`config.mk`:
```
export PLATFORM = sky130hd
export DESIGN_NAME = clock_drift_tracker
export DESIGN_NICKNAME = d
export VERILOG_FILES = /design/src/rtl/clock_drift_tracker.sv
export SDC_FILE = /design/constraint.sdc
export NUM_CORES = 1
export LEC_CHECK = 0
export ABC_AREA = 1
export CORE_UTILIZATION = 25
export CTS_CLUSTER_SIZE = 16
export DETAILED_ROUTE_END_ITERATION = 7
export GPL_ROUTABILITY_DRIVEN = 0
export MAX_ROUTING_LAYER = met4
export PLACE_DENSITY = 0.4
export SLEW_MARGIN = 0
export SYNTH_ARGS = -nofsm -noshare
export SYNTH_HDL_FRONTEND = slang
export SYNTH_SLANG_ARGS = --single-unit
```
`constraint.sdc`:
```
create_clock -name clk -period 5.5 [get_ports clk]
set_input_delay 1.1 -clock clk [delete_from_list [all_inputs] [get_ports clk]]
set_output_delay 1.1 -clock clk [all_outputs]
set_load 0.02 [all_outputs]
```
`src/rtl/clock_drift_tracker.sv`:
```
// clock_drift_tracker: locks onto the faster of two clk-synchronised frame counters and issues drift counts over valid/ready
// Ports:
//   clk, rst_n        block clock, asynchronous active-low reset
//   clock_active      frame clocks stable; low clears everything synchronously
//   tx_cnt_gray       TX frame counter (Gray, already in clk domain)
//   rx_cnt_gray       RX frame counter (Gray, already in clk domain)
//   comp_type         0=UNKNOWN, 1=TX_FAST, 2=RX_FAST
//   comp_cnt/vld/rdy  pending compensation count handshake
//   comp_ovf          sticky: pending count saturated
// Optional (`define COMP_STATS_EN): comp_total running sum of transferred counts, comp_total_ovf sticky on its wrap.
module clock_drift_tracker #(
  parameter int CNT_WIDTH    = 4,
  parameter int MAX_STEP     = 4,
  parameter int LOCK_SAMPLES = 2
) (
  input  logic                 clk,
  input  logic                 rst_n,
  input  logic                 clock_active,
  input  logic [CNT_WIDTH-1:0] tx_cnt_gray,
  input  logic [CNT_WIDTH-1:0] rx_cnt_gray,
  output logic [1:0]           comp_type,
  output logic [CNT_WIDTH-1:0] comp_cnt,
  output logic                 comp_vld,
  input  logic                 comp_rdy,
  output logic                 comp_ovf
`ifdef COMP_STATS_EN
  ,
  output logic [31:0]          comp_total,
  output logic                 comp_total_ovf
`endif
);
  localparam int LW = $clog2(LOCK_SAMPLES + 1);
  localparam logic [CNT_WIDTH-1:0] ONE  = 1;
  localparam logic [CNT_WIDTH-1:0] STEP = CNT_WIDTH'(MAX_STEP);
  typedef enum logic [1:0] {IDLE, DETECT, LOCK_FAST, LOCK_SLOW} state_t;
  typedef enum logic [1:0] {C_NONE, C_FAST, C_SLOW} cand_t;
  state_t state, state_nxt;
  cand_t prev_cand, cand, cand_nxt;
  logic [LW-1:0] lock_cnt, lock_nxt, lk;
  logic [CNT_WIDTH-1:0] tx, rx, fast_gap, slow_gap, diff, delta, baseline, base_nxt, base, cnt_nxt;
  logic [CNT_WIDTH:0] sum;
  logic dvalid, ovf_nxt;
  // Bit i of the binary value is the XOR of all Gray bits at or above i.
  for (genvar i = 0; i < CNT_WIDTH; i++) begin : g_bin
    assign tx[i] = ^(tx_cnt_gray >> i);
    assign rx[i] = ^(rx_cnt_gray >> i);
  end
  assign fast_gap = tx - (rx + ONE);
  assign slow_gap = rx - (tx + ONE);
  assign cand = (tx == rx) ? C_NONE :
                (fast_gap != '0 && fast_gap < STEP) ? C_FAST :
                (slow_gap != '0 && slow_gap < STEP) ? C_SLOW : C_NONE;
  // prev_cand is C_NONE whenever the counter is cleared, so any fresh candidate reloads to 1.
  assign lk = (cand == C_NONE) ? '0 : (cand == prev_cand) ? LW'(lock_cnt + 1'b1) : LW'(1);
  assign diff = (state == LOCK_SLOW) ? rx - tx : tx - rx;
  assign delta = diff - baseline;
  // Wrapped (negative) drift shows up as a large delta and is rejected by the same window test.
  assign dvalid = (state == LOCK_FAST || state == LOCK_SLOW) && delta != '0 && delta < STEP;
  assign base = (comp_vld && comp_rdy) ? '0 : comp_cnt;
  assign sum = {1'b0, base} + {1'b0, delta};
  assign comp_type = (state == LOCK_FAST) ? 2'd1 : (state == LOCK_SLOW) ? 2'd2 : 2'd0;
  always_comb begin
    state_nxt = state;
    cand_nxt = prev_cand;
    lock_nxt = lock_cnt;
    base_nxt = dvalid ? diff : baseline;
    cnt_nxt = !dvalid ? base : sum[CNT_WIDTH] ? '1 : sum[CNT_WIDTH-1:0];
    ovf_nxt = comp_ovf | (dvalid & sum[CNT_WIDTH]);
    if (state == IDLE) state_nxt = DETECT;
    if (state == DETECT) begin
      cand_nxt = cand;
      lock_nxt = lk;
      if (lk == LW'(LOCK_SAMPLES)) begin
        state_nxt = (cand == C_FAST) ? LOCK_FAST : LOCK_SLOW;
        base_nxt = (cand == C_FAST) ? tx - rx : rx - tx;
      end
    end
    if (!clock_active) begin
      state_nxt = IDLE;
      cand_nxt = C_NONE;
      lock_nxt = '0;
      base_nxt = '0;
      cnt_nxt = '0;
      ovf_nxt = 1'b0;
    end
  end
  always_ff @(posedge clk or negedge rst_n) begin
    if (!rst_n) begin
      state <= IDLE;
      prev_cand <= C_NONE;
      lock_cnt <= '0;
      baseline <= '0;
      comp_cnt <= '0;
      comp_vld <= 1'b0;
      comp_ovf <= 1'b0;
    end else begin
      state <= state_nxt;
      prev_cand <= cand_nxt;
      lock_cnt <= lock_nxt;
      baseline <= base_nxt;
      comp_cnt <= cnt_nxt;
      comp_vld <= cnt_nxt != '0;
      comp_ovf <= ovf_nxt;
    end
  end
`ifdef COMP_STATS_EN
  logic [32:0] total_sum;
  assign total_sum = {1'b0, comp_total} + 33'(comp_cnt);
  always_ff @(posedge clk or negedge rst_n) begin
    if (!rst_n) begin
      comp_total <= '0;
      comp_total_ovf <= 1'b0;
    end else if (!clock_active) begin
      comp_total <= '0;
      comp_total_ovf <= 1'b0;
    end else if (comp_vld && comp_rdy) begin
      comp_total <= total_sum[31:0];
      comp_total_ovf <= comp_total_ovf | total_sum[32];
    end
  end
`endif
endmodule
```
==> summary.txt, run 1 <==
Sequential area share after synthesis = 23.5%
Max_cap viols = 0
Die height = 84.6 um
Routed Antenna Nets = 0
# port buffers = 19
DRC viols = 0
Reg2reg start = state[1]
Min-Delay Startpoint = comp_ovf
Share of layout cells above drive strength 1 = 21.7%
Final setup vio count = 0
Synthesis-to-finish area growth = 27.1%
Area taken by flip-flops and latches = 400 um^2
Syn_nets = 253
CP Max Fanout = 5
Routed wire per std cell = 11.3 um
Clock power share = 13.8%
HPWL after DPL = 3060 um
Slowest CP cell = clkdlybuf4s50_1
Initial DRC count = 51
Prevailing post-synth register cell = dfrtp_1
All-Layer GR Usage = 12.2%
Setup Skew = 6.29 ps
EDFF count, synth = 0
Count of mapped cells out of synthesis = 222
Vias = 1432
Core Area = 0.00646 mm^2
CTS sink count = 16
Pwr Density = 303 mW/mm^2
Final Max Tran Viols = 0
Placed Area = 0.00206 mm^2
Combinational power share = 66.4%
Worst-Margin Slew = 799 ps
CP Data Required Time = 5650 ps
Fin area = 0.00217 mm^2
DIE AREA = 0.00716 mm^2
Number of synthesized register bits = 16
Rows = 29
Vias in the first global route = 1494
Outcome = complete, no violations
Max incr delay on CP = 520 ps
Initial antenna violation count = 0
Yosys warns = 0
Die X = 84.6 um
Sw Ratio = 45.6%
Relative slew slack = 46.6%
Critical Path Source = tx_cnt_gray[3]
Synth Cell Area = 0.00171 mm^2
R2R setup slack = 2420 ps
Synth cell types = 33
Total Wirelength = 3730 um
Nets = 287
HP Class = register to register
Clk Latency, worst-skew pair = 250 ps
Drt pass-1 iters = 4
Tcrit/Tclk final = 93.5%
Largest net degree at the start of global routing = 17
Internal power = 357 uW
Clock transition at path regs = 70 ps
CTS tree = yes
Reg power frac = 19.8%
Multi-input gate area = 0.00120 mm^2
Peak supply drop = 109 uV
Hold_ws = 526 ps
Final Hold Viols = 0
Grt total ovfl = 0
Startpoint types = input port
CP endpoint kind = register
Mean Syn Cell Area = 7.68 um^2
Filler Cells Inserted = 711
Sw power = 299 uW
Crit path top cell by count = inv_1
Highest clock rate = 0.194 GHz
Hold_buf cts = 0
Ant. Diodes = 0
First-pass GRT wire length = 6860 um
Routed vias/inst = 4.33
CTS buffer count = 3
Root buffer cell = clkbuf_8
FFs w/ async S/R, synth = 100%
Maximum buffer depth of the clock tree = 2
Crit Path Category = input port to register
Starting Density = 26.4%
Worst EP arrival = 5290 ps
Fin crit period = 5140 ps
Leakage = 0.00116 uW
H-tree depth = 1
I/O pin count = 20
[synthesized netlist by cell type (2+ instances only)]
cell type   n  share of area, %
a21oi_1     5               1.5
a21oi_4     2               1.9
and3_1      2              0.73
dfrtp_1    16                23
fa_1        5               5.9
ha_1       14                10
inv_1      37               8.1
inv_2       2              0.44
mux2i_1     2               1.2
nand2_1    46                10
nand2_2     8               2.9
nand2_4     5               3.3
nand3_1    20               5.9
nand3_2     2               1.2
nand4_1     2              0.73
nor2_1     13               2.9
nor2_2      3               1.1
o21ai_0     7               2.1
o21ai_2     3               1.5
o22ai_1     2              0.73
or2_2       2              0.73
xnor2_1     3               1.5
xor2_1     11               5.6
[what timing repair did]
| action | in CTS | in global routing |
|---|---|---|
| resized for setup | 0 | 9 |
| endpoints found under the setup margin | 0 | 3 |
| buffers inserted | 0 | 1 |
[sequential cells by signal (all words and copies together) (netlist names)]
register and flops:
baseline 4, comp_cnt 4, lock_cnt 2, prev_cand 2, state 2, comp_ovf 1
comp_vld 1
[path summary, 6_finish.rpt]
check,end,depth (start not counted)
setup / recovery,comp_vld,26
hold / removal,comp_ovf,2
setup reg to reg,comp_vld,15
hold reg to reg,comp_ovf,2
max in group asynchronous,baseline[2],1
min in group asynchronous,comp_cnt[2],1
[power by group through the flow]
stage / Sequential [uW] / Clock, uW / Combinational (uW)
after floorplan: 132 / 0 / 319
after global placement: 132 / 0 / 430
after detailed placement: 132 / 0 / 425
after CTS: 130 / 96.3 / 428
after global routing: 131 / 102 / 496
final: 130 / 90.8 / 436
[layer usage]
layer  part of all wire [%]  global-route usage (%)
met3                    1.8                    2.06
met2                     47                    19.7
met1                     50                    16.4
met5                      0                       -
met4                   0.62                    1.39
[logic make-up after synthesis]
| logic type | Yosys count | share of synthesized area (%) |
|---|---|---|
| AND/OR/NAND/NOR | 106 | 31.8 |
| buffers and inverters | 41 | 9.54 |
| AO/OA/AOI/OAI | 23 | 9.68 |
| adder cells (fa/ha/maj) | 19 | 16.1 |
| flip-flops | 16 | 23.5 |
| XOR/XNOR | 15 | 8.14 |
| multiplexers | 2 | 1.17 |
[cell usage in the layout (no fill, tap or decap), types with 3 or more instances in the layout]
| master | netlist | final |
|---|---|---|
| fa_1 | 5 | 4 |
| clkbuf_8 | 0 | 3 |
| nor2_1 | 13 | 12 |
| a21oi_1 | 5 | 5 |
| nand2_2 | 8 | 8 |
| dfrtp_1 | 16 | 16 |
| nor2_2 | 3 | 4 |
| buf_4 | 0 | 12 |
| nand2_4 | 5 | 5 |
| clkdlybuf4s50_1 | 0 | 19 |
| o21ai_0 | 7 | 7 |
| ha_1 | 14 | 14 |
| nand3_1 | 20 | 20 |
| xor2_2 | 0 | 5 |
| o21ai_2 | 3 | 3 |
| xor2_1 | 11 | 6 |
| inv_1 | 37 | 37 |
| nand2_1 | 46 | 46 |
[worst max-delay path: cells and delay by family]
family                   cells  cell delay [ps]
adder cells (fa/ha/maj)      4             1250
AND/OR/NAND/NOR              7              580
buffers and inverters        6              820
AO/OA/AOI/OAI                3              470
XOR/XNOR                     5              950
multiplexers                 1              130
[area by class of cell]
| type | instances | share of cell area [%] |
|---|---|---|
| timing repair buffer | 31 | 12.9 |
| tap | 77 | 4.44 |
| inverter | 39 | 6.75 |
| sequential | 16 | 18.5 |
| clock buffer | 3 | 1.90 |
| multi-input combinational | 165 | 55.5 |
[metrics by stage]
| stage | power (uW) | setup WS (ps) | std cells | utilization, % | setup TNS (ps) |
|---|---|---|---|---|---|
| 6_report | 656 | 357 | 331 | 33.6 | 0 |
| 5_1_grt | 729 | -1.99 | 331 | 33.6 | -1.99 |
| 4_1_cts | 654 | 216 | 330 | 32.5 | 0 |
| 3_5_place_dp | 557 | -36.4 | 327 | 31.9 | -36.4 |
| 3_3_place_gp | 562 | 24.4 | 327 | 31.9 | 0 |
| 2_1_floorplan | 451 | 572 | 222 | - | 0 |
(Power assumes the default switching activity.)
==> run 2, diff against run 1 <==
--- a/config.mk
+++ b/config.mk
@@ -7,7 +7,7 @@
 export LEC_CHECK = 0
 export ABC_AREA = 1
 export CORE_UTILIZATION = 25
-export CTS_CLUSTER_SIZE = 16
+export CTS_CLUSTER_SIZE = 10
 export DETAILED_ROUTE_END_ITERATION = 7
 export GPL_ROUTABILITY_DRIVEN = 0
 export MAX_ROUTING_LAYER = met4
==> results of run 2 <==
Same layout as run 1: the final DEF is identical, and so are final timing and power.
